## config.mk

```make
export PLATFORM = sky130hd
export DESIGN_NAME = nf_uart_rx_ovs
export DESIGN_NICKNAME = d
export VERILOG_FILES = /design/src/rtl/nf_uart_pkg.sv /design/src/rtl/nf_sync_fifo.sv /design/src/rtl/nf_uart_rx_ovs.sv
export SDC_FILE = /design/constraint.sdc
export NUM_CORES = 1
export LEC_CHECK = 0
export CELL_PAD_IN_SITES_DETAIL_PLACEMENT = 0
export CELL_PAD_IN_SITES_GLOBAL_PLACEMENT = 1
export CORE_MARGIN = 1.5
export CORE_UTILIZATION = 34
export DETAILED_ROUTE_END_ITERATION = 8
export DONT_BUFFER_PORTS = 1
export PLACE_DENSITY = 0.64
export SLEW_MARGIN = 20
export SYNTH_ARGS = -nofsm -noshare
export SYNTH_HDL_FRONTEND = slang
export SYNTH_HIERARCHICAL = 1
export SYNTH_SLANG_ARGS = --single-unit
```

## constraint.sdc

```tcl
create_clock -name clk -period 5.76 [get_ports clk]
set_input_delay 0 -clock clk [delete_from_list [all_inputs] [get_ports clk]]
set_output_delay 0 -clock clk [all_outputs]
set_load 0.02 [all_outputs]
```

## src/rtl/nf_uart_pkg.sv

```systemverilog
// nf_uart_pkg: shared types for the UART receive path.
//   rx_state_e  - receiver FSM states
//   PAR_*       - cfg_par encodings (3 behaves as none)
//   len_bits()  - cfg_len -> number of data bits (5..8)
//   rx_entry_t  - RX FIFO entry {ferr, perr, data}
package nf_uart_pkg;

  typedef enum logic [2:0] {
    IDLE,
    START,
    DATA,
    PARITY,
    STOP,
    STOP2
  } rx_state_e;

  localparam logic [1:0] PAR_NONE  = 2'd0;
  localparam logic [1:0] PAR_EVEN  = 2'd1;
  localparam logic [1:0] PAR_ODD   = 2'd2;
  localparam logic [1:0] PAR_NONE3 = 2'd3;

  typedef struct packed {
    logic       ferr;
    logic       perr;
    logic [7:0] data;
  } rx_entry_t;

  function automatic logic [3:0] len_bits(input logic [1:0] cfg_len);
    return 4'd5 + {2'b00, cfg_len};
  endfunction

endpackage

```

## src/rtl/nf_sync_fifo.sv

```systemverilog
// nf_sync_fifo: single-clock FIFO with a registered head output.
//   clk, resetn  - clock, async active-high reset
//   wr_en/wr_data - push (dropped when full unless a pop happens the same cycle)
//   rd_en         - pop head (ignored when empty)
//   rd_data       - registered head entry, zero when empty
//   full, empty   - registered occupancy flags
module nf_sync_fifo #(
  parameter int DEPTH = 4,
  parameter int WIDTH = 10
) (
  input  logic             clk,
  input  logic             resetn,
  input  logic             wr_en,
  input  logic [WIDTH-1:0] wr_data,
  input  logic             rd_en,
  output logic [WIDTH-1:0] rd_data,
  output logic             full,
  output logic             empty
);

  localparam int AW = $clog2(DEPTH);
  localparam logic [AW:0] FULL_CNT = (AW+1)'(DEPTH);

  logic [WIDTH-1:0] mem_q [DEPTH];
  logic [WIDTH-1:0] mem_d [DEPTH];
  logic [AW-1:0]    wr_ptr_q, wr_ptr_d, rd_ptr_q, rd_ptr_d;
  logic [AW:0]      cnt_q, cnt_d;
  logic [WIDTH-1:0] head_q, head_d;
  logic             full_q, full_d, empty_q, empty_d;
  logic             do_push, do_pop;

  // A pop frees the slot the same cycle, so push+pop while full both proceed.
  assign do_pop  = rd_en && (cnt_q != '0);
  assign do_push = wr_en && ((cnt_q != FULL_CNT) || do_pop);

  always_comb begin
    mem_d    = mem_q;
    wr_ptr_d = wr_ptr_q;
    rd_ptr_d = rd_ptr_q;
    cnt_d    = cnt_q;
    if (do_push) begin
      mem_d[wr_ptr_q] = wr_data;
      wr_ptr_d        = wr_ptr_q + 1'b1;
    end
    if (do_pop) rd_ptr_d = rd_ptr_q + 1'b1;
    case ({do_push, do_pop})
      2'b10:   cnt_d = cnt_q + 1'b1;
      2'b01:   cnt_d = cnt_q - 1'b1;
      default: cnt_d = cnt_q;
    endcase
    // Head looks through mem_d so a push into an empty FIFO shows next clk.
    head_d  = (cnt_d == '0) ? '0 : mem_d[rd_ptr_d];
    full_d  = (cnt_d == FULL_CNT);
    empty_d = (cnt_d == '0);
  end

  always_ff @(posedge clk or posedge resetn) begin
    if (resetn) begin
      for (int i = 0; i < DEPTH; i++) mem_q[i] <= '0;
      wr_ptr_q <= '0;
      rd_ptr_q <= '0;
      cnt_q    <= '0;
      head_q   <= '0;
      full_q   <= 1'b0;
      empty_q  <= 1'b1;
    end else begin
      mem_q    <= mem_d;
      wr_ptr_q <= wr_ptr_d;
      rd_ptr_q <= rd_ptr_d;
      cnt_q    <= cnt_d;
      head_q   <= head_d;
      full_q   <= full_d;
      empty_q  <= empty_d;
    end
  end

  assign rd_data = head_q;
  assign full    = full_q;
  assign empty   = empty_q;

endmodule

```

## src/rtl/nf_uart_rx_ovs.sv

```systemverilog
// nf_uart_rx_ovs: oversampling UART receiver with majority-vote sampling,
// start-bit glitch rejection, run-time frame format and an RX FIFO.
//   clk, resetn     - clock, async active-high reset
//   rec_en          - receiver enable; low parks FSM and counters
//   comp            - clk cycles per oversample tick (0 acts as 1)
//   cfg_len/par/stop2 - frame format, latched at start-bit detection
//   rx_rd, err_clr  - pop FIFO head, clear sticky overflow
//   rx_data/perr/ferr - registered FIFO head
//   rx_valid, rx_full, rx_ovf - FIFO status, sticky overflow
//   uart_rx         - serial line, idle high
module nf_uart_rx_ovs
  import nf_uart_pkg::*;
#(
  parameter int OVS        = 16,
  parameter int FIFO_DEPTH = 4
) (
  input  logic        clk,
  input  logic        resetn,
  input  logic        rec_en,
  input  logic [15:0] comp,
  input  logic [1:0]  cfg_len,
  input  logic [1:0]  cfg_par,
  input  logic        cfg_stop2,
  input  logic        rx_rd,
  input  logic        err_clr,
  output logic [7:0]  rx_data,
  output logic        rx_perr,
  output logic        rx_ferr,
  output logic        rx_valid,
  output logic        rx_full,
  output logic        rx_ovf,
  input  logic        uart_rx
);

  localparam int SW = $clog2(OVS);
  localparam logic [SW-1:0] SUB_M1  = SW'(OVS/2 - 1);
  localparam logic [SW-1:0] SUB_MID = SW'(OVS/2);
  localparam logic [SW-1:0] SUB_P1  = SW'(OVS/2 + 1);
  localparam logic [SW-1:0] SUB_END = SW'(OVS - 1);

  logic            sync1_q, sync1_d, sync2_q, sync2_d, rx_s;
  logic [15:0]     tick_cnt_q, tick_cnt_d, comp_m1;
  logic            tick;
  rx_state_e       state_q, state_d;
  logic [SW-1:0]   sub_q, sub_d;
  logic [2:0]      bit_q, bit_d;
  logic [7:0]      data_q, data_d;
  logic            s0_q, s0_d, s1_q, s1_d, maj;
  logic            perr_q, perr_d, ferr_q, ferr_d;
  logic [3:0]      nbits_q, nbits_d;
  logic [1:0]      par_q, par_d;
  logic            stop2_q, stop2_d, par_en;
  logic            ovf_q, ovf_d, push;
  rx_entry_t       push_entry, head;
  logic [9:0]      head_raw;
  logic            fifo_full, fifo_empty;

  assign rx_s    = sync2_q;
  assign comp_m1 = (comp == 16'd0) ? 16'd0 : comp - 16'd1;
  assign tick    = rec_en && (tick_cnt_q >= comp_m1);
  assign maj     = (s0_q & s1_q) | (s0_q & rx_s) | (s1_q & rx_s);
  assign par_en  = (par_q == PAR_EVEN) || (par_q == PAR_ODD);

  always_comb begin
    sync1_d    = uart_rx;
    sync2_d    = sync1_q;
    tick_cnt_d = (!rec_en || tick) ? 16'd0 : tick_cnt_q + 16'd1;
    // A new overflow outranks a simultaneous clear.
    ovf_d      = (push && fifo_full && !rx_rd) ? 1'b1 : (err_clr ? 1'b0 : ovf_q);
  end

  // Bit timing: the detecting tick in IDLE counts as sub 0. The vote is
  // resolved on the third sample (OVS/2+1); a bit always spans OVS ticks.
  always_comb begin
    state_d = state_q;
    sub_d   = sub_q;
    bit_d   = bit_q;
    data_d  = data_q;
    s0_d    = s0_q;
    s1_d    = s1_q;
    perr_d  = perr_q;
    ferr_d  = ferr_q;
    nbits_d = nbits_q;
    par_d   = par_q;
    stop2_d = stop2_q;
    push    = 1'b0;
    if (!rec_en) begin
      state_d = IDLE;
      sub_d   = '0;
      bit_d   = '0;
    end else if (tick) begin
      if (state_q != IDLE) begin
        if (sub_q == SUB_M1)  s0_d = rx_s;
        if (sub_q == SUB_MID) s1_d = rx_s;
        sub_d = (sub_q == SUB_END) ? '0 : sub_q + 1'b1;
      end
      case (state_q)
        IDLE: if (!rx_s) begin
          state_d = START;
          sub_d   = SW'(1);
          bit_d   = '0;
          data_d  = '0;
          perr_d  = 1'b0;
          ferr_d  = 1'b0;
          nbits_d = len_bits(cfg_len);
          par_d   = cfg_par;
          stop2_d = cfg_stop2;
        end
        START: begin
          if (sub_q == SUB_P1 && maj) begin
            state_d = IDLE;
            sub_d   = '0;
          end else if (sub_q == SUB_END) begin
            state_d = DATA;
          end
        end
        DATA: begin
          if (sub_q == SUB_P1) data_d[bit_q] = maj;
          if (sub_q == SUB_END) begin
            if ({1'b0, bit_q} == nbits_q - 4'd1) state_d = par_en ? PARITY : STOP;
            else                                  bit_d   = bit_q + 1'b1;
          end
        end
        PARITY: begin
          if (sub_q == SUB_P1)  perr_d  = (^data_q) ^ maj ^ (par_q == PAR_ODD);
          if (sub_q == SUB_END) state_d = STOP;
        end
        STOP: begin
          if (sub_q == SUB_P1) begin
            ferr_d = !maj;
            if (!stop2_q) begin
              push    = 1'b1;
              state_d = IDLE;
              sub_d   = '0;
            end
          end else if (sub_q == SUB_END) begin
            state_d = STOP2;
          end
        end
        STOP2: if (sub_q == SUB_P1) begin
          ferr_d  = ferr_q | !maj;
          push    = 1'b1;
          state_d = IDLE;
          sub_d   = '0;
        end
        default: state_d = IDLE;
      endcase
    end
    push_entry = '{ferr: ferr_d, perr: perr_q, data: data_q};
  end

  always_ff @(posedge clk or posedge resetn) begin
    if (resetn) begin
      sync1_q    <= 1'b1;
      sync2_q    <= 1'b1;
      tick_cnt_q <= '0;
      state_q    <= IDLE;
      sub_q      <= '0;
      bit_q      <= '0;
      data_q     <= '0;
      s0_q       <= 1'b1;
      s1_q       <= 1'b1;
      perr_q     <= 1'b0;
      ferr_q     <= 1'b0;
      nbits_q    <= 4'd8;
      par_q      <= PAR_NONE;
      stop2_q    <= 1'b0;
      ovf_q      <= 1'b0;
    end else begin
      sync1_q    <= sync1_d;
      sync2_q    <= sync2_d;
      tick_cnt_q <= tick_cnt_d;
      state_q    <= state_d;
      sub_q      <= sub_d;
      bit_q      <= bit_d;
      data_q     <= data_d;
      s0_q       <= s0_d;
      s1_q       <= s1_d;
      perr_q     <= perr_d;
      ferr_q     <= ferr_d;
      nbits_q    <= nbits_d;
      par_q      <= par_d;
      stop2_q    <= stop2_d;
      ovf_q      <= ovf_d;
    end
  end

  nf_sync_fifo #(
    .DEPTH (FIFO_DEPTH),
    .WIDTH ($bits(rx_entry_t))
  ) u_fifo (
    .clk     (clk),
    .resetn  (resetn),
    .wr_en   (push),
    .wr_data (push_entry),
    .rd_en   (rx_rd),
    .rd_data (head_raw),
    .full    (fifo_full),
    .empty   (fifo_empty)
  );

  assign head     = head_raw;
  assign rx_data  = head.data;
  assign rx_perr  = head.perr;
  assign rx_ferr  = head.ferr;
  assign rx_valid = !fifo_empty;
  assign rx_full  = fifo_full;
  assign rx_ovf   = ovf_q;

endmodule
```

After elaboration in Yosys (flattened, before gate mapping)
Cells that the tools add are included.
Widths: inputs -> output; s select.

operators by class
  $add $sub $neg = 10
  $mul = 0
  divide/modulo/power cells = 0
  magnitude comparators = 6
  equal/unequal tests = 30
  shift operators = 0
  muxes and demuxes = 65
  bitwise operators = 11
  reduce and logical (&&, ||, !) cells = 31

operator list
  operator               count
  $mux 3                 18
  $bwmux 40              1
  $mux 10                4
  $mux 40                1
  $mux 4                 9
  $mux 16                2
  $ne 3x3->1 const B     7
  $bmux 10 s2            1
  $demux 10 s2           1
  $pmux 3 s6             1
  $add 16x1->16 const B  1
  $ge 16x16->1           1
  $logic_not 16->1       1
  $mux 8                 2
  $pmux 4 s4             1
  $pmux 8 s2             1
  $sub 16x1->16 const B  1
  $mux 1                 15
  $reduce_and 5->1       3
  $eq 4x4->1 const B     3
  $ne 4x4->1 const B     3
  $pmux 3 s2             2
  $reduce_and 4->1       3
  $eq 3x3->1 const B     3
  37 further kinds       68

storage, ports and cells
  register bits = 107
  bits in latches = 0
  bits in writable memories = 0
  bits in read-only memories = 0
  input bits = 27
  output and inout port bits = 13
  logic and storage cells = 178
  memories = 0

Logic depth before layout (Yosys ltp)
  depth in word-level cells = 15
  gate-level depth with buffers = 22
  gate-level depth less buffers = 21

Hierarchy
Netlist, hierarchy kept.

by module, submodules not included
  module          instances  cells an instance  area an instance (µm²)  seq. area each (µm²)
  nf_uart_rx_ovs  1          395                3618.5                  1207.4
  nf_sync_fifo    1          228                2854.0                  1477.7

Least setup slack after synthesis
OpenSTA, ideal clock, no wires.

  path kind = input to register
  from = input comp[9]
  to = register u_fifo.head_q[0], in the netlist u_fifo/rd_data[0]
  setup time = 0.110 ns
  data arrival time = 5.361 ns
  data required time = 5.650 ns
  slack = 0.289 ns
  stages on the path = 21
  path buffers = 1
  cells stage by stage = or4_4 or4_4 or4_4 inv_2 nand4b_4 buf_6 nand2_1 ha_1 nand4_1 or3_4 nor4_4 o31ai_4 nor3_1 nand2b_1 ha_1 inv_1 fa_1 nor2b_1 a22oi_1 o21ai_1 o41ai_1

between the ends
  longest elaborated chain between the ends = 12
  elaborated cells on any way between the ends = 17
  those cells by class = 1 x add/sub; 1 x order compare; 2 x eq/ne; 9 x mux; 4 x reduce/logical

ends and longest elaborated chain
  what                                                      line                  source
  start: declaration                                        nf_uart_rx_ovs.sv:20  input logic [15:0] comp,
  $sub 16x1->16 / $logic_not 16->1 (equally long branches)  nf_uart_rx_ovs.sv:59  assign comp_m1 = (comp == 16'd0) ? 16'd0 : comp - 16'd1;
  $mux 16 (*)                                               nf_uart_rx_ovs.sv:59
  $ge 16x16->1 (*)                                          nf_uart_rx_ovs.sv:60  assign tick = rec_en && (tick_cnt_q >= comp_m1);
  $logic_and 1x1->1 (*)                                     nf_uart_rx_ovs.sv:60
  $mux 1 (*)                                                nf_uart_rx_ovs.sv:91  end else if (tick) begin
  $mux 1 (*)                                                nf_uart_rx_ovs.sv:87  if (!rec_en) begin
  via push                                                  nf_uart_rx_ovs.sv:53  logic ovf_q, ovf_d, push;
  $logic_and 1x1->1 (*)                                     nf_sync_fifo.sv:34    assign do_push = wr_en && ((cnt_q != FULL_CNT) || do_pop);
  $mux 40                                                   nf_sync_fifo.sv:41    if (do_push) begin
  $bmux 10 s2                                               nf_sync_fifo.sv:52    head_d = (cnt_d == '0) ? '0 : mem_d[rd_ptr_d];
  $mux 10 (not written as such) (2 in series)               nf_sync_fifo.sv:52
  $mux 10 (*)                                               nf_sync_fifo.sv:52
  via u_fifo.head_d[0]                                      nf_sync_fifo.sv:28    logic [WIDTH-1:0] head_q, head_d;
  end signal: assignment                                    nf_sync_fifo.sv:63    head_q <= '0;
  end signal: assignment                                    nf_sync_fifo.sv:71    head_q <= head_d;
  end: declaration                                          nf_sync_fifo.sv:28

Mark *: on every way through the listed nets, which the timed path passes. The rest lies on a longest branch. The select of a mux whose other input is x is not followed.
A chain may end at the register's enable or synchronous reset.

Worst setup path in the final report
  from = input comp[9]
  to = register u_fifo.head_q[8], in the netlist u_fifo/rd_data[8]

Same word-level chain as after synthesis.

==> results.yml <==
cts:
  cts_tree: "built"
  numCtsBuffers: 9
  clkLatencyLatePin_ns: 0.36
  cts-root-buf: "clkbuf_16"
  numClockSinks: 107
  clk_path_buf_depth: 2
  clkTransAtPathRegs_ns: 0.08
  htreeDepth: 3
timing:
  max_freq_mhz: 185.8
  min_period_over_period_pct: 93.44
  whs_ns: 0.02929
  rsz0062_at_grt: "false"
  setup_slack_ns: 0.3779
  max_slew_margin_pct: 38.57
  setup_violations: 0
  skew_ns: 0.007878
  maxSlewViolCount: 0
  tightest_slew_ns: 0.9207
  hold_viol: 0
  post-route-min-period_ns: 5.382
routing:
  wl_met2_mm: 6.366
  vias: 4600
  ant_nets: 0
  routed_wl_mm: 13.90
  drt_iter0_markers: 292
  drt-pass1-iter-count: 5
  wl_met3_um: 444
  highest_layer: "met4"
  wirelength_met1_mm: 6.887
  drc: 0
  viasPerCell: 5.336
  wl_per_cell_um: 16.13
critical_path:
  crit_fanout: 15
  rr_worst_depth: 15
  critPathKind: "in -> reg"
  reg2reg_slack_ns: 1.40
  arrival_ns: 5.61
  timing.rr.end: "u_fifo/rd_data[8]"
  crit_required_ns: 5.99
  startpoint_type: "input port"
  r2r_start: "tick_cnt_q[12]"
  critical_path.endpoint_type: "flop"
floorplanning:
  rows: 50
  die_area_mm2: 0.01987
  core-area_mm2: 0.01871
  io_pins: 40
  die_h_um: 141.0
  dieWidth_um: 141.0
  initial_core_util_pct: 34.60
run_status:
  status: "completed"
logic_synthesis:
  synth_warnings: 6
  synth_area_per_cell_um2: 10.39
  synthTopCellsByCount: "101 x dfrtp_1, 55 x nor2_1, 47 x mux2_1"
  yosys.area.top_type: "dfrtp_1"
  ys.flop_type: "dfrtp_1"
  synth_area_leaders: "dfrtp_1 39%, mux2_1 8.2%, ha_1 6.0%"
  async_reset_ff_share_pct: 100.0
  synth.distinct_cells: 80
  synth.most_common_cell: "dfrtp_1"
  synth_edf_count: 0
  syn_nets: 682
  ys_ff_latch: 107
  yosysSeqAreaShare_pct: 41.48
  syn-instance-count: 623
  syn_area_mm2: 0.006472
  synth_top_area_share_pct: 39.05
finish:
  instances_no_fill: 862
  syn_to_final_growth_pct: 9.028
  layout-drive-gt1-share_pct: 11.31
  antennaDiodeCount: 0
  utilization_pct: 37.73
  nNetsFinal: 682
global_route:
  antenna_found_initial: 0
  grt_max_degree: 60
  grt_overflow: 0
  grt_pass1_vias: 4634
  grt_pass1_wl_mm: 23.81
  grt_usage_pct: 14.90
placement:
  portBuffers: 0
  gp_congestion: 0.8625
  dp.cells: 835
  post-place-ws_ns: -0.1850
  dp_hpwl_mm: 9.759
min_path:
  whs_path_depth: 3
  min_from: "rec_en"
  hold_path_class: "in -> reg"
  min_delay_worst_endpoint: "data_q[2]"
job:
  maxCapViolCount: 0
pwr:
  p_leak_uw: 0.003259
  ir_drop_mv: 0.1286
  p_per_area_mw_per_mm2: 292.9
==> layer usage <==
metal  track usage, %  up-vias
met5                0        -
met4            4.825        0
li1                 -     2265
met2            23.54       81
met3            2.955       14
met1            20.52     2240
==> registers in the layout, summed over array words and instances, names as in the netlist, 2 cells and up <==
register / cells
bit_q: 3
u_fifo/rd_ptr_q: 2
u_fifo/rd_data: 10
sub_q: 4
nbits_q: 4
par_q: 2
u_fifo/wr_ptr_q: 2
u_fifo/mem_q: 40
data_q: 8
tick_cnt_q: 16
state_q: 3
u_fifo/cnt_q: 3
==> power by group <==
group / internal, uW / switching, uW / leakage [uW]
Sequential: 811 / 88.3 / 0.00144
Clock: 318 / 307 / 0.000149
Combinational: 214 / 328 / 0.00167
==> kinds of logic after synthesis <==
family / after synthesis / synth area share (%)
XOR/XNOR: 43 / 5.935
adder cells (fa/ha/maj): 33 / 6.457
multiplexers: 58 / 10.19
flip-flops: 107 / 41.48
AO/OA/AOI/OAI: 110 / 13.74
buffers and inverters: 60 / 4.543
AND/OR/NAND/NOR: 212 / 17.65
==> final cells by class <==
class / instances / area [um^2]
multi-input cells: 456 / 3497
clock inverters: 6 / 62.56
fillers: 1836 / 11650
clock buffers: 10 / 239.0
well taps: 234 / 292.8
inverters: 31 / 117.6
flip-flops and latches: 107 / 2685
repair buffers: 18 / 162.7
==> how the worst max path moves through the flow <==
stage | from | endpoint | cells after the start
floorplan | comp[9] | u_fifo/rd_data[0] | 21
global placement | comp[9] | u_fifo/rd_data[8] | 21
detailed placement | comp[9] | u_fifo/rd_data[8] | 21
CTS | comp[9] | u_fifo/rd_data[8] | 21
global route | comp[9] | u_fifo/rd_data[3] | 21
finish | comp[9] | u_fifo/rd_data[8] | 21
==> placed cells by master (no fill, tap or decap), types with 5 or more instances in the layout <==
cell type      instances
o31ai_2                6
or3_1                 25
nand2_1               37
o22ai_1                5
o21ai_0               12
dlygate4sd3_1         11
dfrtp_1              101
clkbuf_16              9
nand3_1               13
inv_1                 27
mux2_1                47
nand2b_1               7
xnor2_1               22
and3_1                 6
nor3_1                30
mux2i_1                6
nor2_1                55
dfstp_2                6
a21oi_1               18
o41ai_1               11
o2111ai_1             11
buf_4                  7
ha_1                  31
xor2_1                20
==> timing repair <==
action,in CTS,in global routing
gates resized for setup,0,1
hold buffers,11,0
setup endpoints to repair,0,10
endpoints found under the hold margin,121,0
buffers inserted,0,0
==> metrics by stage <==
stage	total power [uW]	instance area [um^2]	setup TNS, ns
finish	2067	7057	0
global route	2202	7057	0
CTS	2095	7052	0
detailed placement	1449	6640	-1.633
global placement	1449	6640	0
floorplan	1354	6472	0
==> worst max-delay path, cell delays in order <==
cell and delay [ns]:
or4_4 0.54, or4_4 0.45, or4_4 0.44, inv_2 0.08, nand4b_4 0.22, and2_1 0.26
ha_1 0.26, nand2b_1 0.16, a2111oi_2 0.56, nor4_4 0.13, o31ai_4 0.20, nor3_1 0.11
nand2b_1 0.17, ha_1 0.21, inv_1 0.06, fa_1 0.37, xor2_1 0.16, or3_1 0.37
a31oi_2 0.52, o2111ai_1 0.23, o41ai_1 0.13
No activity file was read; power rests on OpenSTA's default activity.
